## src/rtl/fpu_mmio_pkg.sv

```systemverilog
// Shared definitions for the FPU MMIO sequencer: register offsets, bit positions,
// sequencer states and the FPU opcode set.
package fpu_mmio_pkg;

  localparam logic [2:0] OFF_OPA    = 3'd0;
  localparam logic [2:0] OFF_OPB    = 3'd1;
  localparam logic [2:0] OFF_CTRL   = 3'd2;
  localparam logic [2:0] OFF_STATUS = 3'd3;
  localparam logic [2:0] OFF_RESULT = 3'd4;

  localparam int CTRL_IE_BIT    = 3;
  localparam int CTRL_START_BIT = 8;

  localparam int STAT_BUSY_BIT    = 0;
  localparam int STAT_DONE_BIT    = 1;
  localparam int STAT_TIMEOUT_BIT = 2;
  localparam int STAT_WWB_BIT     = 3;

  typedef enum logic [1:0] {
    ST_IDLE,
    ST_SEND_A,
    ST_SEND_B,
    ST_WAIT
  } seq_state_e;

  typedef enum logic [2:0] {
    FPU_ADD  = 3'd0,
    FPU_SUB  = 3'd1,
    FPU_MUL  = 3'd2,
    FPU_DIV  = 3'd3,
    FPU_SQRT = 3'd4,
    FPU_CMP  = 3'd5,
    FPU_I2F  = 3'd6,
    FPU_F2I  = 3'd7
  } fpu_op_e;

endpackage

```

## src/rtl/fpu_mmio_regfile.sv

```systemverilog
// CPU-facing register file: window decode, byte-merged OPA/OPB, CTRL fields and
// the registered read mux. Config writes are refused while the sequencer is busy.
module fpu_mmio_regfile
  import fpu_mmio_pkg::*;
#(
  parameter logic [31:0] BASE_ADDR = 32'hF000_0000
) (
  input  logic        clock,
  input  logic        reset_n,
  input  logic [31:0] rd_addr,
  input  logic [31:0] wr_addr,
  input  logic [31:0] wr_data,
  input  logic [3:0]  wr_en,
  input  logic        busy,
  input  logic [3:0]  status,
  input  logic [31:0] result,
  output logic [31:0] rd_data,
  output logic [31:0] opa,
  output logic [31:0] opb,
  output logic [2:0]  ctrl_op,
  output logic        ctrl_ie,
  output logic        start_req,
  output logic        wr_busy_hit
);

  logic        wr_in_win;
  logic        rd_in_win;
  logic [2:0]  wr_off;
  logic [2:0]  rd_off;
  logic        wr_cfg;
  logic        wr_ok;
  logic        unused_addr_lsbs;

  logic [31:0] opa_q, opa_d;
  logic [31:0] opb_q, opb_d;
  logic [2:0]  ctrl_op_q, ctrl_op_d;
  logic        ctrl_ie_q, ctrl_ie_d;
  logic [31:0] rd_data_q, rd_data_d;

  assign wr_in_win = (wr_addr[31:5] == BASE_ADDR[31:5]);
  assign rd_in_win = (rd_addr[31:5] == BASE_ADDR[31:5]);
  assign wr_off    = wr_addr[4:2];
  assign rd_off    = rd_addr[4:2];
  assign unused_addr_lsbs = ^{wr_addr[1:0], rd_addr[1:0]};

  // Any byte-enabled write aimed at OPA/OPB/CTRL; only accepted when idle.
  assign wr_cfg      = wr_in_win && (wr_off <= OFF_CTRL) && (|wr_en);
  assign wr_ok       = wr_cfg && !busy;
  assign wr_busy_hit = wr_cfg && busy;
  assign start_req   = wr_ok && (wr_off == OFF_CTRL) && wr_en[1] && wr_data[CTRL_START_BIT];

  generate
    for (genvar gi = 0; gi < 4; gi++) begin : g_byte_merge
      assign opa_d[gi*8 +: 8] = (wr_ok && (wr_off == OFF_OPA) && wr_en[gi])
                                ? wr_data[gi*8 +: 8] : opa_q[gi*8 +: 8];
      assign opb_d[gi*8 +: 8] = (wr_ok && (wr_off == OFF_OPB) && wr_en[gi])
                                ? wr_data[gi*8 +: 8] : opb_q[gi*8 +: 8];
    end
  endgenerate

  always_comb begin
    ctrl_op_d = ctrl_op_q;
    ctrl_ie_d = ctrl_ie_q;
    if (wr_ok && (wr_off == OFF_CTRL) && wr_en[0]) begin
      ctrl_op_d = wr_data[2:0];
      ctrl_ie_d = wr_data[CTRL_IE_BIT];
    end
  end

  // Read mux samples current register values, so a same-cycle write is not visible.
  always_comb begin
    rd_data_d = '0;
    if (rd_in_win) begin
      case (rd_off)
        OFF_OPA:    rd_data_d = opa_q;
        OFF_OPB:    rd_data_d = opb_q;
        OFF_CTRL:   rd_data_d = {28'd0, ctrl_ie_q, ctrl_op_q};
        OFF_STATUS: rd_data_d = {28'd0, status};
        OFF_RESULT: rd_data_d = result;
        default:    rd_data_d = '0;
      endcase
    end
  end

  always_ff @(posedge clock or negedge reset_n) begin
    if (!reset_n) begin
      opa_q     <= '0;
      opb_q     <= '0;
      ctrl_op_q <= '0;
      ctrl_ie_q <= 1'b0;
      rd_data_q <= '0;
    end else begin
      opa_q     <= opa_d;
      opb_q     <= opb_d;
      ctrl_op_q <= ctrl_op_d;
      ctrl_ie_q <= ctrl_ie_d;
      rd_data_q <= rd_data_d;
    end
  end

  assign rd_data = rd_data_q;
  assign opa     = opa_q;
  assign opb     = opb_q;
  assign ctrl_op = ctrl_op_q;
  assign ctrl_ie = ctrl_ie_q;

endmodule

```

## src/rtl/fpu_mmio_sequencer.sv

```systemverilog
// MMIO front end for the shared FPU: issues the A/B operand beats, waits for done
// under a timeout, captures the result and reports status / interrupt.
module fpu_mmio_sequencer
  import fpu_mmio_pkg::*;
#(
  parameter logic [31:0] BASE_ADDR      = 32'hF000_0000,
  parameter int          TIMEOUT_CYCLES = 64,
  parameter int          CNT_W          = 7
) (
  input  logic        clock,
  input  logic        reset_n,
  input  logic [31:0] io_rdAddress,
  output logic [31:0] io_rdData,
  input  logic [31:0] io_wrAddress,
  input  logic [31:0] io_wrData,
  input  logic [3:0]  io_wrEnable,
  output logic [2:0]  io_fpu_op,
  output logic        io_fpu_start,
  output logic [31:0] io_fpu_ab,
  input  logic [31:0] io_fpu_result,
  input  logic        io_fpu_done,
  output logic        io_irq
);

  localparam logic [CNT_W-1:0] CNT_LAST = CNT_W'(TIMEOUT_CYCLES - 1);

  seq_state_e       state_q, state_d;
  logic [CNT_W-1:0] cnt_q, cnt_d;
  logic [31:0]      result_q, result_d;
  logic             done_q, done_d;
  logic             timeout_q, timeout_d;
  logic             wwb_q, wwb_d;

  logic             busy;
  logic [3:0]       status;
  logic [31:0]      opa;
  logic [31:0]      opb;
  logic [2:0]       ctrl_op;
  logic             ctrl_ie;
  logic             start_req;
  logic             wr_busy_hit;
  logic             fpu_start;
  logic [31:0]      fpu_ab;

  assign busy = (state_q != ST_IDLE);

  always_comb begin
    status                   = '0;
    status[STAT_BUSY_BIT]    = busy;
    status[STAT_DONE_BIT]    = done_q;
    status[STAT_TIMEOUT_BIT] = timeout_q;
    status[STAT_WWB_BIT]     = wwb_q;
  end

  fpu_mmio_regfile #(
    .BASE_ADDR (BASE_ADDR)
  ) u_regfile (
    .clock       (clock),
    .reset_n     (reset_n),
    .rd_addr     (io_rdAddress),
    .wr_addr     (io_wrAddress),
    .wr_data     (io_wrData),
    .wr_en       (io_wrEnable),
    .busy        (busy),
    .status      (status),
    .result      (result_q),
    .rd_data     (io_rdData),
    .opa         (opa),
    .opb         (opb),
    .ctrl_op     (ctrl_op),
    .ctrl_ie     (ctrl_ie),
    .start_req   (start_req),
    .wr_busy_hit (wr_busy_hit)
  );

  always_comb begin
    state_d   = state_q;
    cnt_d     = cnt_q;
    result_d  = result_q;
    done_d    = done_q;
    timeout_d = timeout_q;
    wwb_d     = wwb_q;
    fpu_start = 1'b0;
    fpu_ab    = '0;

    case (state_q)
      ST_IDLE: begin
        if (start_req) begin
          state_d   = ST_SEND_A;
          done_d    = 1'b0;
          timeout_d = 1'b0;
          wwb_d     = 1'b0;
        end
      end
      ST_SEND_A: begin
        fpu_start = 1'b1;
        fpu_ab    = opa;
        state_d   = ST_SEND_B;
      end
      ST_SEND_B: begin
        fpu_ab  = opb;
        cnt_d   = '0;
        state_d = ST_WAIT;
      end
      ST_WAIT: begin
        cnt_d = cnt_q + 1'b1;
        // A done arriving on the last counted cycle still wins over timeout.
        if (io_fpu_done) begin
          result_d = io_fpu_result;
          done_d   = 1'b1;
          state_d  = ST_IDLE;
        end else if (cnt_q == CNT_LAST) begin
          timeout_d = 1'b1;
          state_d   = ST_IDLE;
        end
      end
      default: state_d = ST_IDLE;
    endcase

    if (wr_busy_hit) begin
      wwb_d = 1'b1;
    end
  end

  always_ff @(posedge clock or negedge reset_n) begin
    if (!reset_n) begin
      state_q   <= ST_IDLE;
      cnt_q     <= '0;
      result_q  <= '0;
      done_q    <= 1'b0;
      timeout_q <= 1'b0;
      wwb_q     <= 1'b0;
    end else begin
      state_q   <= state_d;
      cnt_q     <= cnt_d;
      result_q  <= result_d;
      done_q    <= done_d;
      timeout_q <= timeout_d;
      wwb_q     <= wwb_d;
    end
  end

  assign io_fpu_start = fpu_start;
  assign io_fpu_ab    = fpu_ab;
  assign io_fpu_op    = ctrl_op;
  assign io_irq       = done_q && ctrl_ie;

endmodule

```

## config.mk

```make
export PLATFORM = sky130hd
export DESIGN_NAME = fpu_mmio_sequencer
export DESIGN_NICKNAME = d
export VERILOG_FILES = /design/src/rtl/fpu_mmio_pkg.sv /design/src/rtl/fpu_mmio_regfile.sv /design/src/rtl/fpu_mmio_sequencer.sv
export SDC_FILE = /design/constraint.sdc
export NUM_CORES = 1
export LEC_CHECK = 0
export BUFFER_PORTS_ARGS = -buffer_cell sky130_fd_sc_hd__clkbuf_2
export CORE_ASPECT_RATIO = 1.25
export CORE_MARGIN = 4
export CORE_UTILIZATION = 45
export CTS_CLUSTER_DIAMETER = 30
export DETAILED_ROUTE_END_ITERATION = 8
export PLACE_DENSITY = 0.74
export SYNTH_ARGS = -nofsm -noshare
export SYNTH_HDL_FRONTEND = slang
export SYNTH_HIERARCHICAL = 1
export SYNTH_SLANG_ARGS = --single-unit
```

## constraint.sdc

```tcl
create_clock -name clock -period 3.33 [get_ports clock]
set_input_delay 0.333 -clock clock [delete_from_list [all_inputs] [get_ports clock]]
set_output_delay 0.333 -clock clock [all_outputs]
set_load 0.01 [all_outputs]
```

==> reports/summary.txt, run 1 <==
DRC violations left: 0
Total CTS buffers: 17
GRT Resource Usage Total: 22.2%
WP buf/inv: 2
Ports: 204
Ys flop type: dfrtp_1
Setup crit start: state_q[0]
WP depth: 7
Slew Viols, Final: 0
Crit. End Element: flop
Clock Sinks: 144
Status: completed
Gpl congestion: 0.795
Fmax: 0.375 GHz
Ant. Diodes: 0
Total wire length: 19000 um
Max Buffers Root-to-Sink: 2
Post-synth EDFFs: 0
Synth area leader: dfrtp_1
Core area: 0.0150 mm2
Area of the multi-input gates: 0.00310 mm2
LEAKAGE: 4.32 nW
Final count of hold timing violations: 0
DP HPWL: 13200 um
Synth warn: 6
R2R cell count: 7
Drt pass-1 iters: 4
Maxcap violations: 0
Vias in the first global route: 5744
Drt wl/cell: 19.8 um
Period utilization: 80.2%
Iteration-0 DRC Markers: 315
Largest cells by area after synthesis: dfrtp_1, mux2_2, a22oi_1, mux2i_1, nor2_1
Layout overhead on the synthesized area: 26.5%
Routed vias: 5373
Nets: 906
Initial Util: 45.9%
Initial antenna violation count: 0
Multiplexer area fraction after synthesis: 21.7%
Worst EP arrival: 2.97 ns
Cell at the slowest stage of the critical path: nor4_4
Max rail drop VDD: 0.382 mV
Mapped Cells: 566
Final setup viols: 0
Adder-cell share of the synthesized area: 0.911%
Compound-gate portion of the synthesized area: 8.53%
Die Width: 118 um
R2r startpoint: state_q[0]
Crit-path max cell delay: 0.61 ns
Avg Vias per Cell: 5.60
Crit path time final: 2.67 ns
CTS root buf: clkbuf_16
Post-Synth Simple-Gate Area: 13.4%
CP Cell Sequence: inv_1 -> ha_1 -> inv_1 -> nor3_1 -> or2b_2 -> nor4_4 -> mux2_2
Psw: 1.58 mW
Ys async rst share: 100%
Most common cell on crit path: inv_1
PortBufs: 199
First-pass GRT wire length: 30100 um
Syn Area/Cell: 12.1 um2
Worst slew margin: 30.1%
RSZ-0062 raised after global routing: false
Hold Path Class: in -> async
Fill cell count: 1252
Seq/Total Area, Yosys: 52.5%
Seq cells post-synth: 144
Netlist cell types: 42
Seq pwr share: 39.3%
CP Max Fanout: 8
Full die area: 0.0173 mm2
Pwr dens: 624 mW/mm2
Most frequent cells in the layout: clkbuf_2, dfrtp_1, mux2_2
Resized cells post-CTS: 0
Worst-margin pin slew: 1.05 ns
Share of the synthesized area in the top cell type: 52.5%
Commonest non-fill, non-tap cell in the layout: clkbuf_2
Grt ovf: 0
Largest net degree at the start of global routing: 115
Worst Skew: 0.00763 ns
Routed Antenna Nets: 0
Worst skew pair latency: 0.42 ns
CTS tree: built
FF+latch area: 0.00360 mm2
Combinational share of power: 23.6%
WP data required: 3.63 ns
Top cell family by delay on the critical path: simple AND/OR/NAND/NOR gates
Post-CTS Setup Bufs: 0
Die Ht: 146 um
Clk pwr share: 37.1%
CTS Hold Bufs: 0
TNS Setup: 0 ns
Final core utilization: 58.1%
Clock Pin Slew Worst Setup and Hold Paths: 0.06 ns
Post-Syn Area: 0.00687 mm2
Synth Area in XOR/XNOR: 0.510%
Rows: 50
CP Launch Type: flop
Syn nets: 706
Layout cells sized above 1: 47.1%
Largest family of logic cells by synthesized area: multiplexers
Critical path class: reg -> reg
Power Internal: 3.84 mW
Sw Share: 29.1%
Depth of the CTS H-tree: 4
-- worst reg2reg max path, cell delays in order (launching register included) --
cell	delay, ns
dfrtp_1	0.41
inv_1	0.12
ha_1	0.25
inv_1	0.13
nor3_1	0.19
or2b_2	0.42
nor4_4	0.61
mux2_2	0.42
-- Yosys cell counts, types with 4 or more instances --
master      n
nand2_1     9
o22ai_1     4
nor2_1     61
nor4_1     11
a21oi_1    32
and2_1      5
dfrtp_1   144
a22oi_1    40
nand4_1     4
inv_1       9
buf_2       8
a22o_1      5
clkbuf_1   19
nor2b_1    34
nor4_4      9
mux2_2    105
mux2i_1    29
ha_1        5
-- logic make-up after synthesis --
group | Yosys count
AOI/OAI and AO/OA | 89
xor gates and xnor gates | 4
adders and majority gates | 5
buffers and inverters | 40
DFF | 144
muxes | 135
and+or+nand+nor | 149
-- flip-flops by register name, indices dropped and copies added, names as in the netlist --
name,count
cnt_q,7
done_q,1
result_q,32
state_q,2
timeout_q,1
u_regfile/ctrl_ie,1
u_regfile/ctrl_op,3
u_regfile/opa,32
u_regfile/opb,32
u_regfile/rd_data,32
wwb_q,1
-- per-stage QoR --
| step | worst slack [ns] | power (mW) | hold WS (ns) | instance area [um2] | cells |
|---|---|---|---|---|---|
| floorplan | 1.05 | 2.98 | 0.0374 | 6870 | 566 |
| global placement | 0.780 | 3.39 | 0.473 | 8060 | 929 |
| detailed placement | 0.667 | 3.44 | 0.475 | 8060 | 929 |
| CTS | 0.663 | 5.46 | 0.115 | 8680 | 959 |
| global route | 0.536 | 5.68 | 0.125 | 8680 | 959 |
| finish | 0.661 | 5.42 | 0.0531 | 8680 | 959 |
-- path summary, 6_finish.rpt --
path                                      to  slack (ns)
hold / removal                  result_q[27]        0.05
hold reg to reg                        wwb_q        0.48
setup / recovery           u_regfile/opa[17]        0.66
min in group clock               result_q[6]        0.14
setup reg to reg           u_regfile/opa[17]        0.66
max in group asynchronous  u_regfile/opa[14]        2.38
-- cell type report --
class | count | area share [%]
Sequential cell | 144 | 41.5
Multi-Input combinational cell | 382 | 35.7
Timing Repair Buffer | 212 | 12.7
Clock inverter | 12 | 2.09
Tap cell | 182 | 2.62
Inverter | 9 | 0.389
Clock buffer | 18 | 5.06
-- routing by layer --
metal	up-vias	share of wire [%]	GRT usage [%]
met3	62	5.4	5.08
met4	0	4.3	12.3
met2	193	52	38.4
met5	-	0	0
li1	2444	-	-
met1	2674	39	25.3
-- power groups by stage --
stage                     logic (mW)  clock network [mW]  registers, mW
after floorplan                0.868                   0           2.11
after global placement          1.25                   0           2.14
after detailed placement        1.28                   0           2.16
after CTS                       1.29                2.04           2.13
after global routing            1.39                2.13           2.16
final                           1.28                2.01           2.13
Power figures use the tool's default switching activity.
==> run 2, diff against run 1 <==
clock period = 2.7 ns   (was 3.33 ns; I/O delays follow)
==> run 2 against run 1 <==
Net effect: combinational power up 27%; routed wire length up 1.1%; count of clock-buffer cells in the layout unchanged; first-iteration DRC count down 18%; largest cell class unchanged; register-to-register slack worse by 0.33 ns.
==> reports/summary.txt, run 2 (synthesis results as in run 1) <==
LEAKAGE: 4.36 nW (+0.99%)
Clock Sinks: 144 (unchanged)
Routed Antenna Nets: 0 (unchanged)
Cell at the slowest stage of the critical path: ha_2
PortBufs: 199 (unchanged)
Setup crit start: state_q[1]
CP Cell Sequence: inv_1 -> ha_2 -> buf_4 -> nor2b_1 -> clkbuf_2
Status: completed
Placed instance area: 0.00816 mm2 (+1.2%)
Layout overhead on the synthesized area: 27.7%
Total CTS buffers: 17 (unchanged)
TNS Setup: 0 ns (unchanged)
Initial Util: 45.9% (unchanged)
Final instance area: 0.00877 mm2 (+0.95%)
Layout cells sized above 1: 47.8% (+0.68 points)
Clock Pin Slew Worst Setup and Hold Paths: 0.06 ns (about the same)
Worst-margin pin slew: 0.618 ns (-0.430 ns)
Crit path time final: 2.43 ns
Rows: 50 (unchanged)
GRT met3 Usage: 4.80% (-0.27 points)
Max rail drop VDD: 0.422 mV (+10%)
GRT Resource Usage Total: 22.4% (+0.17 points)
Die Ht: 146 um (unchanged)
Maxcap violations: 0 (unchanged)
Grt ovf: 0 (unchanged)
Drt pass-1 iters: 6 (+2)
Reg2Reg Setup Slack: 0.33 ns (-0.33 ns)
CP Max Fanout: 18 (+10)
RSZ-0062 raised after global routing: false
Met2 Use GR: 40.9% (+2.5 points)
DP HPWL: 13400 um (+1.5%)
Top Usage Layer GRT: met2
R2R cell count: 8 (+1)
Crit-path max cell delay: 0.55 ns (-0.06 ns)
Slew Viols, Final: 0 (unchanged)
Ports: 204 (unchanged)
Fmax: 0.411 GHz
Routed vias: 5431 (+1.1%)
Hold Path Class: in -> reg
CP Launch Type: flop
Worst Skew: 0.00866 ns (+0.00103 ns)
Final count of hold timing violations: 0 (unchanged)
Critical path class: reg -> out
DRC violations left: 0 (unchanged)
Max Buffers Root-to-Sink: 2 (unchanged)
Period utilization: 90.1%
Total wire length: 19200 um (+1.1%)
FF-to-FF End: u_regfile/opa[16]
Worst slew margin: 58.7% (+29 points)
Final setup viols: 0 (unchanged)
Crit. End Element: primary output
Worst skew pair latency: 0.41 ns (about the same)
Met1 Resource Use GR: 25.4% (+0.088 points)
Gpl congestion: 0.813 (+2.2%)
Vias in the first global route: 5810 (+1.1%)
Nets: 917 (+1.2%)
Full die area: 0.0173 mm2 (unchanged)
CP Capture Point: io_fpu_ab[5]
Avg Vias per Cell: 5.59 (-0.17%)
Most frequent cells in the layout: clkbuf_2, dfrtp_1, mux2_2
WP data required: 2.43 ns (-1.20 ns)
Post-route total power: 6.61 mW (+22%)
R2r startpoint: state_q[0]
Commonest non-fill, non-tap cell in the layout: clkbuf_2
Largest net degree at the start of global routing: 67 (-42%)
First-pass GRT wire length: 30600 um (+1.7%)
Die Width: 118 um (unchanged)
Ant. Diodes: 0 (unchanged)
CTS tree: built
Depth of the CTS H-tree: 4 (unchanged)
Pwr dens: 753 mW/mm2 (+21%)
Worst EP arrival: 2.16 ns (-0.81 ns)
Initial antenna violation count: 0 (unchanged)
Core area: 0.0150 mm2 (unchanged)
WHS: 0.0846 ns (+0.0315 ns)
Drt wl/cell: 19.8 um (-0.15%)
Iteration-0 DRC Markers: 258 (-18%)
CTS root buf: clkbuf_16
run 2: cell count changes in the layout (fill, tap and decap cells not counted), sizes merged:
cell | before | now
buf | 14 | 24
dlygate4sd3 | 0 | 1
clkinv | 4 | 3
clkinvlp | 1 | 4
bufinv | 4 | 3
run 2: per-stage QoR:
step	worst slack [ns]	util, %	instances
2_1_floorplan	0.485	-	566
3_3_place_gp	0.396	54.6	939
3_5_place_dp	0.289	54.6	939
4_1_cts	0.0964	58.6	971
5_1_grt	0.162	58.6	971
6_report	0.268	58.6	971
run 2: report_power, final:
group,internal [mW],switching [mW]
clock network,1.45,0.900
logic,0.745,0.884
registers,2.45,0.176
total,4.65,1.96
run 2: critical path: cells and delay by family, from the launching register on:
| kind | cells | cell delay (ns) |
|---|---|---|
| buffers and inverters | 3 | 0.57 |
| and+or+nand+nor | 1 | 0.22 |
| adders and majority gates | 1 | 0.55 |
| DFF | 1 | 0.40 |
run 2: how the worst min path moves through the flow:
| stage | endpoint | cells past startpoint | from |
|---|---|---|---|
| after global placement | u_regfile/rd_data[26] | 1 | reset_n |
| after global routing | result_q[9] | 2 | io_fpu_result[9] |
| after CTS | result_q[2] | 2 | io_fpu_result[2] |
| after floorplan | cnt_q[0] | 0 | reset_n |
| after detailed placement | u_regfile/rd_data[26] | 1 | reset_n |
| final | result_q[2] | 2 | io_fpu_result[2] |
run 2: metal layers:
layer	wire length [um]	vias to the layer above
met1	7440	2762
met2	10400	173
li1	-	2466
met4	432	0
met3	882	30
met5	0	-
run 2: final cells by class:
type	count	area [um2]
inverters	9	33.8
clock buffers	18	429
repair buffers	223	1210
fillers	1233	6180
well taps	182	228
flip-flops and latches	144	3600
clock inverters	13	161
multi-input cells	382	3100
run 2: what timing repair did:
action | CTS | global route
buffers inserted | 0 | 0
endpoints found under the hold margin | 52 | 0
hold buffers | 1 | 0
setup endpoints to repair | 0 | 2
resized for setup | 0 | 1
==> run 3, diff against run 2 <==
ABC_AREA = 1   (was default)
==> run 3 against run 2 <==
Net effect: via count up 19%; count of clock-buffer cells in the layout is 3 higher; die area increased by 1.8%; final cell count is 24% higher; final area rose by 1.4%; critical endpoint is now io_fpu_ab[22]; register-to-register slack better by 0.33 ns; clock power is 10% higher; total power shrank 24%; synthesized cell count up 39%.
==> reports/summary.txt, run 3 <==
Netlist cell types: 29 (-31%)
Fill cell count: 1377 (+12%)
Power Internal: 3.96 mW (-15%)
Full die area: 0.0176 mm2 (+1.8%)
Crit. End Element: primary output
Combinational share of power: 5.0% (-20 points)
Critical path class: reg -> out
Fmax: 0.412 GHz (+0.15%)
Ports: 204 (unchanged)
R2R cell count: 7 (-1)
Largest net degree at the start of global routing: 72 (+7.5%)
RSZ-0062 raised after global routing: false
Hold Path Class: in -> reg
Post-Syn Area: 0.00700 mm2 (+1.9%)
Max rail drop VDD: 0.396 mV (-6.2%)
Largest cells by area after synthesis: dfrtp_1, nand2_1, nand4_1, mux2_4, a21oi_1
LEAKAGE: 4.64 nW (+6.3%)
Seq pwr share: 43.3% (+3.5 points)
Crit path time final: 2.43 ns (-0.00375 ns)
Maxcap violations: 0 (unchanged)
TNS Setup: 0 ns (unchanged)
Drt wl/cell: 17.1 um (-13%)
Total CTS buffers: 17 (unchanged)
Final count of hold timing violations: 0 (unchanged)
Gpl congestion: 0.828 (+1.9%)
Initial Util: 46.2% (+0.28 points)
Syn nets: 927 (+31%)
Routed Antenna Nets: 0 (unchanged)
Pwr dens: 563 mW/mm2 (-25%)
Commonest non-fill, non-tap cell in the layout: nand2_1
CP Max Fanout: 14 (-4)
Max Buffers Root-to-Sink: 2 (unchanged)
DRC violations left: 0 (unchanged)
Ys async rst share: 100% (unchanged)
Share of the synthesized area in the top cell type: 51.5% (-0.97 points)
Worst EP arrival: 2.16 ns (about the same)
DP HPWL: 14000 um (+3.8%)
Clk pwr share: 51.7% (+16 points)
CP Launch Type: flop
GRT Resource Usage Total: 23.5% (+1.2 points)
Drt pass-1 iters: 5 (-1)
Nets: 1124 (+23%)
Core area: 0.0151 mm2 (+1.3%)
Rows: 50 (unchanged)
Sw Share: 20.8% (-8.8 points)
Vias in the first global route: 6281 (+8.1%)
Iteration-0 DRC Markers: 425 (+65%)
Clock Sinks: 144 (unchanged)
Psw: 1.04 mW (-47%)
Layout cells sized above 1: 29.5% (-18 points)
Post-CTS Setup Bufs: 0 (unchanged)
Worst-margin pin slew: 0.673 ns (+0.0549 ns)
Initial antenna violation count: 0 (unchanged)
CTS Hold Bufs: 1 (unchanged)
Depth of the CTS H-tree: 4 (unchanged)
Worst skew pair latency: 0.42 ns (about the same)
Seq cells post-synth: 144 (unchanged)
Layout overhead on the synthesized area: 27.1%
Grt ovf: 0 (unchanged)
Mapped Cells: 787 (+39%)
Die Width: 120 um (+0.87%)
Final setup viols: 0 (unchanged)
Worst slew margin: 55.1% (-3.6 points)
Worst Skew: 0.00881 ns (+0.000152 ns)
Final instance area: 0.00889 mm2 (+1.4%)
Reg2Reg Setup Slack: 0.66 ns (+0.33 ns)
Status: completed
Die Ht: 147 um (+0.88%)
Post-synth EDFFs: 0 (unchanged)
First-pass GRT wire length: 33100 um (+8.2%)
Placed instance area: 0.00823 mm2 (+0.80%)
Min-Delay Path Depth: 2 (unchanged)
Most frequent cells in the layout: nand2_1, clkbuf_2, dfrtp_1
Slew Viols, Final: 0 (unchanged)
CTS root buf: clkbuf_16
WP data required: 2.43 ns (about the same)
Most common cell in the synthesized netlist: nand2_1
Hold_sp: io_fpu_result[24]
Ys flop type: dfrtp_1
Avg Vias per Cell: 5.36 (-4.2%)
Clock Pin Slew Worst Setup and Hold Paths: 0.06 ns (about the same)
Seq/Total Area, Yosys: 51.5% (-0.97 points)
WHS: 0.0743 ns (-0.0103 ns)
Synth area leader: dfrtp_1
CTS tree: built
Ant. Diodes: 0 (unchanged)
Synth warn: 6 (unchanged)
R2r startpoint: state_q[1]
PortBufs: 199 (unchanged)
Routed vias: 6453 (+19%)
End point of the worst hold path: result_q[24]
Period utilization: 89.9% (-0.14 points)
Syn Area/Cell: 8.89 um2 (-27%)
FF-to-FF End: u_regfile/opb[20]
Total wire length: 20600 um (+7.4%)
Resized cells post-CTS: 0 (unchanged)
Most instantiated cells after synthesis: nand2_1, dfrtp_1, nand4_1, a21oi_1, nor2_1
-- run 3: routing by layer --
metal  share of wire [%]  global-route usage (%)
met4                 2.0                    7.22
met3                 6.3                    4.67
met5                   0                       0
met1                  42                    31.2
met2                  50                    39.1
-- run 3: logic make-up (layout without fill, tap and decap cells) --
family / after synthesis / after routing / share of synthesized area (%)
buffers and inverters: 79 / 288 / 5.01
muxes: 33 / 33 / 6.92
and+or+nand+nor: 411 / 411 / 25.6
AOI/OAI and AO/OA: 115 / 115 / 10.1
DFF: 144 / 144 / 51.5
adders and majority gates: 5 / 5 / 0.894
-- run 3: how the worst max path moves through the flow --
stage | start | end | slack [ns] | cells after the start
floorplan | state_q[0] | timeout_q | 0.78 | 13
global placement | io_wrAddress[20] | u_regfile/opb[5] | 0.68 | 9
detailed placement | io_wrAddress[28] | u_regfile/opb[7] | 0.65 | 10
CTS | state_q[0] | io_fpu_ab[22] | 0.26 | 6
global route | state_q[0] | io_fpu_ab[31] | 0.16 | 6
finish | state_q[1] | io_fpu_ab[22] | 0.27 | 6
-- run 3: final cells by class --
class / count / area (um2) / share of cell area, %
Clock inverter: 10 / 183 / 2.05
Timing Repair Buffer: 225 / 1200 / 13.5
Sequential cell: 144 / 3600 / 40.5
Tap cell: 208 / 260 / 2.93
Clock buffer: 21 / 470 / 5.29
Inverter: 32 / 120 / 1.35
Multi-Input combinational cell: 564 / 3060 / 34.4
-- run 3: power by group through the flow --
stage,logic [mW],clock network [mW],registers (mW)
CTS,0.254,2.63,2.17
floorplan,0.0631,0,2.20
detailed placement,0.252,0,2.20
finish,0.252,2.59,2.17
global route,0.281,2.74,2.16
global placement,0.248,0,2.20
-- run 3: per-stage QoR --
stage / power (mW) / setup WS (ns) / util (%) / cells
2_1_floorplan: 2.27 / 0.783 / - / 787
3_3_place_gp: 2.45 / 0.679 / 54.4 / 1172
3_5_place_dp: 2.46 / 0.654 / 54.4 / 1172
4_1_cts: 5.05 / 0.263 / 58.7 / 1204
5_1_grt: 5.18 / 0.157 / 58.7 / 1204
6_report: 5.01 / 0.272 / 58.7 / 1204
-- run 3: critical path, stage by stage, from the launching register on --
cell,delay [ns]
dfrtp_1,0.41
inv_1,0.10
ha_1,0.42
buf_4,0.31
nand2_1,0.08
a21oi_1,0.23
clkbuf_2,0.18
